[config.mk]
export PLATFORM = sky130hd
export DESIGN_NAME = fifo_burst_scheduler
export DESIGN_NICKNAME = d
export VERILOG_FILES = /design/src/rtl/fifo_burst_scheduler.sv
export SDC_FILE = /design/constraint.sdc
export NUM_CORES = 1
export LEC_CHECK = 0
export ABC_AREA = 1
export CAP_MARGIN = 10
export CORE_ASPECT_RATIO = 1.2
export CORE_MARGIN = 2
export CORE_UTILIZATION = 35
export DETAILED_ROUTE_END_ITERATION = 8
export GPL_TIMING_DRIVEN = 0
export PLACE_DENSITY = 0.71
export SLEW_MARGIN = 0
export SYNTH_ARGS = -nofsm -noshare
export SYNTH_HDL_FRONTEND = slang
export SYNTH_SLANG_ARGS = --single-unit
export TNS_END_PERCENT = 5
[constraint.sdc]
create_clock -name clk -period 2.6 [get_ports clk]
set_input_delay 0.26 -clock clk [delete_from_list [all_inputs] [get_ports clk]]
set_output_delay 0.26 -clock clk [all_outputs]
set_load 0.05 [all_outputs]
[src/rtl/fifo_burst_scheduler.sv]
// fifo_burst_scheduler: round-robin drain scheduler sharing one registered
// valid/ready output slot among NUM_PORTS synchronous FIFOs. A granted port
// keeps ownership for up to BURST consecutive pops before the pointer rotates.
// Optional feature macro: FIFO_SCHED_URGENT_EN adds the src_urgent input, which
// gives non-empty urgent ports precedence in selection and cuts non-urgent
// bursts short.
module fifo_burst_scheduler #(
    parameter int unsigned NUM_PORTS = 4,
    parameter int unsigned DATA_W    = 32,
    parameter int unsigned BURST     = 4,
    localparam int unsigned PTR_W    = $clog2(NUM_PORTS),
    localparam int unsigned CNT_W    = $clog2(BURST + 1)
) (
    input  logic                        clk,
    input  logic                        rst,
    input  logic [NUM_PORTS-1:0]        src_empty,
    input  logic [NUM_PORTS*DATA_W-1:0] src_data,
`ifdef FIFO_SCHED_URGENT_EN
    input  logic [NUM_PORTS-1:0]        src_urgent,
`endif
    output logic [NUM_PORTS-1:0]        src_pop,
    output logic                        out_valid,
    input  logic                        out_ready,
    output logic [DATA_W-1:0]           out_data,
    output logic [PTR_W-1:0]            out_port,
    output logic                        out_last,
    output logic                        busy
);

    typedef enum logic [0:0] {
        IDLE = 1'b0,
        OWN  = 1'b1
    } state_t;

    state_t                 state_q;
    state_t                 state_d;
    logic [PTR_W-1:0]       rr_q;
    logic [PTR_W-1:0]       rr_d;
    logic [PTR_W-1:0]       owner_q;
    logic [PTR_W-1:0]       owner_d;
    logic [CNT_W-1:0]       cnt_q;
    logic [CNT_W-1:0]       cnt_d;

    logic                   slot_free;
    logic [NUM_PORTS-1:0]   cand;
    logic [PTR_W-1:0]       sel;
    logic                   sel_found;
    int unsigned            idx;
    logic                   preempt;
    logic                   pop_en;
    logic [PTR_W-1:0]       pop_idx;
    logic                   pop_last;
    logic                   valid_d;

    // Next round-robin position after port p, wrapping at NUM_PORTS-1.
    function automatic logic [PTR_W-1:0] ptr_inc(input logic [PTR_W-1:0] p);
        return (32'(p) == NUM_PORTS - 1) ? '0 : p + PTR_W'(1);
    endfunction

    // Ports eligible for a fresh grant; urgent non-empty ports shadow the rest.
    always_comb begin
        cand = ~src_empty;
`ifdef FIFO_SCHED_URGENT_EN
        if (|(src_urgent & ~src_empty)) begin
            cand = src_urgent & ~src_empty;
        end
`endif
    end

`ifdef FIFO_SCHED_URGENT_EN
    logic [NUM_PORTS-1:0] owner_oh;

    // A non-urgent owner yields after its current pop when another urgent port waits.
    always_comb begin
        owner_oh = NUM_PORTS'(1) << owner_q;
        preempt  = !src_urgent[owner_q] && (|(src_urgent & ~src_empty & ~owner_oh));
    end
`else
    assign preempt = 1'b0;
`endif

    // First eligible port searching rr_q, rr_q+1, ... modulo NUM_PORTS.
    always_comb begin
        sel       = '0;
        sel_found = 1'b0;
        idx       = 0;
        for (int unsigned k = 0; k < NUM_PORTS; k++) begin
            idx = 32'(rr_q) + k;
            if (idx >= NUM_PORTS) begin
                idx = idx - NUM_PORTS;
            end
            if (!sel_found && cand[PTR_W'(idx)]) begin
                sel_found = 1'b1;
                sel       = PTR_W'(idx);
            end
        end
    end

    // Grant FSM next state, pop decision and slot load control.
    always_comb begin
        state_d   = state_q;
        rr_d      = rr_q;
        owner_d   = owner_q;
        cnt_d     = cnt_q;
        pop_en    = 1'b0;
        pop_idx   = owner_q;
        pop_last  = 1'b0;
        src_pop   = '0;
        slot_free = !out_valid || out_ready;

        case (state_q)
            IDLE: begin
                if (sel_found && slot_free) begin
                    pop_en  = 1'b1;
                    pop_idx = sel;
                    owner_d = sel;
                    cnt_d   = CNT_W'(1);
                    if (BURST > 1) begin
                        state_d = OWN;
                    end else begin
                        pop_last = 1'b1;
                        rr_d     = ptr_inc(sel);
                    end
                end
            end
            OWN: begin
                if (src_empty[owner_q]) begin
                    // Owner ran dry: release without a pop (one bubble cycle).
                    state_d = IDLE;
                    rr_d    = ptr_inc(owner_q);
                end else if (slot_free) begin
                    pop_en = 1'b1;
                    cnt_d  = cnt_q + CNT_W'(1);
                    if (cnt_q + CNT_W'(1) == CNT_W'(BURST)) begin
                        pop_last = 1'b1;
                        state_d  = IDLE;
                        rr_d     = ptr_inc(owner_q);
                    end else if (preempt) begin
                        state_d = IDLE;
                        rr_d    = ptr_inc(owner_q);
                    end
                end
            end
            default: begin
                state_d = IDLE;
            end
        endcase

        valid_d = pop_en || (out_valid && !out_ready);

        // Pops are held off while reset is asserted so no FIFO entry is lost.
        if (pop_en && !rst) begin
            src_pop[pop_idx] = 1'b1;
        end
    end

    // Grant state registers.
    always_ff @(posedge clk or posedge rst) begin
        if (rst) begin
            state_q <= IDLE;
            rr_q    <= '0;
            owner_q <= '0;
            cnt_q   <= '0;
        end else begin
            state_q <= state_d;
            rr_q    <= rr_d;
            owner_q <= owner_d;
            cnt_q   <= cnt_d;
        end
    end

    // Output slot: load on pop, drain on consume, busy tracks grant or held entry.
    always_ff @(posedge clk or posedge rst) begin
        if (rst) begin
            out_valid <= 1'b0;
            out_data  <= '0;
            out_port  <= '0;
            out_last  <= 1'b0;
            busy      <= 1'b0;
        end else begin
            out_valid <= valid_d;
            busy      <= (state_d == OWN) || valid_d;
            if (pop_en) begin
                out_data <= src_data[32'(pop_idx)*DATA_W +: DATA_W];
                out_port <= pop_idx;
                out_last <= pop_last;
            end
        end
    end

endmodule

==> results.md <==
- The net count of the finished layout is 927.
- STA classifies the critical path endpoint as an output pin.
- The vertical die dimension is between 100 and 150 um.
- After clock tree synthesis, the clock-pin slew on the worst setup and hold paths is ~70 ps.
- STA classifies the critical path startpoint as a register.
- The detailed router finished its first iteration with about 180 violations.
- Together, buffers and inverters on the worst path number 5.
- The area growth from synthesis to layout is 63.66%.
- Setup violations remaining at the end of the flow were counted as 0.
- TritonCTS built the clock tree.
- The number of different library cells used by synthesis comes to 30.
- The number of nets with antenna violations after detailed routing is 0.
- The placed instances occupy a cell area of about 0.0055 mm^2.
- Among cell families on the critical path, the largest total delay comes from simple AND/OR/NAND/NOR gates.
- Hold repair after CTS inserted 0 buffers.
- The number of antenna violations at the first check in global routing is 0.
- TritonCTS created 5 clock buffers.
- The highest fanout seen on the critical path is 8.
- The quantity of I/O buffers inserted on ports is about 180.
- The floorplan step defined a die boundary enclosing between 0.01 and 0.015 mm^2.
- The number of optimization iterations in the first detailed-route pass is 4.
- The synthesis warning total is 0.
- The number of instances in the synthesized netlist is 592.
- The first global-routing pass estimated approximately 21,000 um of wire.
- The max-capacitance violation count is 0.
- The via count of the first global-routing pass is approximately 4,500.
- The DRC violation count after routing is 0.
- Power spread over the standard cell area amounts to 1524 mW/mm^2.
- In the final routed layout, each cell accounts on average for 14.66 um.
- The finished layout cell area is around 0.0059 mm^2.
- The net count of the mapped netlist is 730.
- Counting I/O delays and the setup requirement, the final critical path takes ~2500 ps.
- By startpoint and endpoint, the worst setup path is classified as reg2out.
- The average cell area after synthesis is a little over 6 um^2.
- Summed over all cells, the static leakage comes to slightly above 3 nW.
- The clock net sink count is 45.
- In this run the count of I/O pins placed on the die edge is between 150 and 200.
- On the critical path, the stage with the largest delay is an instance of dfrtp_1.
- The final layout contains routed wiring with a total length of around 13,000 um.
- For the worst setup path, the data required time is about 2300 ps.
- The total negative setup slack is 0 ps.
- The number of hold violations in the final report was 0.
- On the final layout, the worst hold slack is about 230 ps.
- The count of final max-slew check failures is 0.
- The total overflow left after global routing is 0.
- The count of fill cells added during filler insertion is 940.
- The post-detailed-placement half-perimeter wirelength is approximately 10,000 um.
- Across every metal layer, demand over resource in global routing totals between 20% and 30%.
- Traced cell by cell, the critical path runs through inv_2 -> buf_6 -> nand2_1 -> nand2_2 -> nand2_1 -> nand2_2 -> nand3_4 -> nand2_4 -> inv_8 -> nand2_4 -> o22ai_4 -> buf_8 -> nor3_2 -> buf_6.
- The clock root buffer master is clkbuf_16.
- Of the cells placed in the final design, the portion with a size suffix greater than 1 is approximately an eighth.
- Total power for the finished layout comes to between 0.009 and 0.01 W.
- The row count is 40.
- The critical path startpoint is rr_q[0].
- The number of levels the H-tree was split into is 2.
- Derived from the worst setup path, the maximum achievable clock frequency is between 400 and 500 MHz.
- The largest voltage drop on the vdd net is ~0.00066 V.
- In this run, synthesis produced a sequential element count of 45.
- The worst register-to-register path begins at rr_q[0].
- The transition time at the pin with the least slew margin is around 570 ps.
- The longest clock path from root to sink contains 2 buffers.
- The most frequent standard cell in the layout excluding fill and tap cells is nand2_1.
- The run finished with clean final reports.
- The class of the worst hold path is in2async.
- Clock skew on the completed layout was measured at around 8.1 ps.
- For the worst setup path, the data arrival time is 2230 ps.
- Measured on the finished design, the core utilization comes to about three fifths.
- The number of antenna repair diodes is 0.
- The cell area after synthesis is ~0.0036 mm^2.
- In the layout the commonest cells are nand2_1 (310), clkdlybuf4s50_1 (171), nand3_1 (133).
- The die is just under 100 um wide.
- Sequential cells were found to cover a little under a third of the synthesized design area.
- The largest net degree at the start of global routing is 37.
- The congestion estimate from routability-driven global placement came to roughly 0.88.
- Dividing the final minimum period by the clock period gives ~96%.
- The via-per-instance ratio is just under 5.
- The starting utilization of the core area is between 30% and 40%.
- The via total after detailed routing is approximately 4,500.
- The worst pin sits at a relative slew slack of 62.15%.
- For this run, the slowest stage of the critical path takes approximately 420 ps.
- For the worst-skew pair, the clock arrives at the later sink with an insertion delay of 290 ps.
- The area of the core is 0.01006 mm^2.
## synth_stat cells
| library cell | count | area (um^2) |
|---|---|---|
| a211oi_1 | 1 | 7.510 |
| a21oi_1 | 2 | 10.01 |
| a31oi_1 | 1 | 6.260 |
| a32o_1 | 1 | 10.01 |
| buf_1 | 2 | 7.510 |
| buf_2 | 19 | 95.09 |
| buf_4 | 9 | 67.56 |
| buf_6 | 5 | 56.30 |
| buf_8 | 2 | 30.03 |
| clkbuf_1 | 4 | 15.01 |
| dfrtp_1 | 45 | 1126 |
| ha_1 | 3 | 37.54 |
| inv_1 | 12 | 45.04 |
| inv_2 | 3 | 11.26 |
| inv_4 | 1 | 6.260 |
| nand2_1 | 315 | 1182 |
| nand2_2 | 4 | 25.02 |
| nand2_4 | 5 | 56.30 |
| nand3_1 | 135 | 675.7 |
| nand3_2 | 1 | 10.01 |
| nand4_1 | 2 | 12.51 |
| nor2_1 | 5 | 18.77 |
| nor2_2 | 2 | 12.51 |
| nor2_4 | 1 | 11.26 |
| nor3_1 | 4 | 20.02 |
| o21ai_0 | 4 | 20.02 |
| o21ai_1 | 1 | 5.000 |
| o22ai_1 | 1 | 6.260 |
| o22ai_4 | 1 | 20.02 |
| o31ai_1 | 1 | 7.510 |
## sequential cells by signal, summed over array words and instances (netlist names)
signal     flops
out_data      32
cnt_q          3
out_port       2
owner_q        2
rr_q           2
busy           1
out_last       1
out_valid      1
state_q        1
## final timing paths
kind	to	slack [ps]	depth (start not counted)
worst max-delay path	src_pop[2]	110	14
worst max register to register	out_data[9]	260	17
min in group clk	out_data[24]	480	2
max in group asynchronous	rr_q[0]	1860	3
worst min-delay path	out_data[22]	230	2
worst min register to register	out_data[24]	480	2
## layer usage
metal | global-route usage, % | vias to the layer above | part of all wire, %
met5 | 0 | - | 0
met4 | 7.230 | 0 | 1.8
met3 | 4.681 | 20 | 5.0
met2 | 41.30 | 132 | 50
met1 | 28.74 | 2075 | 43
li1 | - | 2285 | -
## final cells by class
type / count / area (um^2) / share of cell area [%]
clock buffers: 5 / 125.1 / 2.115
inverters: 16 / 67.56 / 1.142
well taps: 126 / 157.7 / 2.665
repair buffers: 192 / 1894 / 32.02
flip-flops and latches: 45 / 1126 / 19.04
plain buffers: 39 / 280.3 / 4.738
clock inverters: 1 / 5.005 / 0.08460
multi-input cells: 490 / 2260 / 38.20
## cell families after synthesis
logic type               Yosys count  synth area share, %
AO/OA/AOI/OAI                     13                2.562
AND/OR/NAND/NOR                  474                56.01
flip-flops                        45                31.15
buffers and inverters             57                9.242
adder cells (fa/ha/maj)            3                1.039
## what timing repair did
action                                  CTS  global route
gates resized for setup                  37            25
buffers inserted                          2            13
gates cloned                              0             1
endpoints found under the setup margin    4             4
pin swaps                                 4             7
## per-stage QoR
| stage | instances | worst slack (ps) |
|---|---|---|
| 2_1_floorplan | 592 | -307.7 |
| 3_3_place_gp | 893 | -1212 |
| 3_5_place_dp | 894 | -700.7 |
| 4_1_cts | 901 | 21.58 |
| 5_1_grt | 914 | -3.789 |
| 6_report | 914 | 114.0 |
## power breakdown
part	leakage [nW]	internal, W	total (W)	switching [W]
Combinational	2.42	0.00257	0.00711	0.00454
Clock	0.0655	0.000344	0.000614	0.000270
Sequential	0.553	0.00107	0.00130	0.000224
Power figures use the tool's default switching activity.
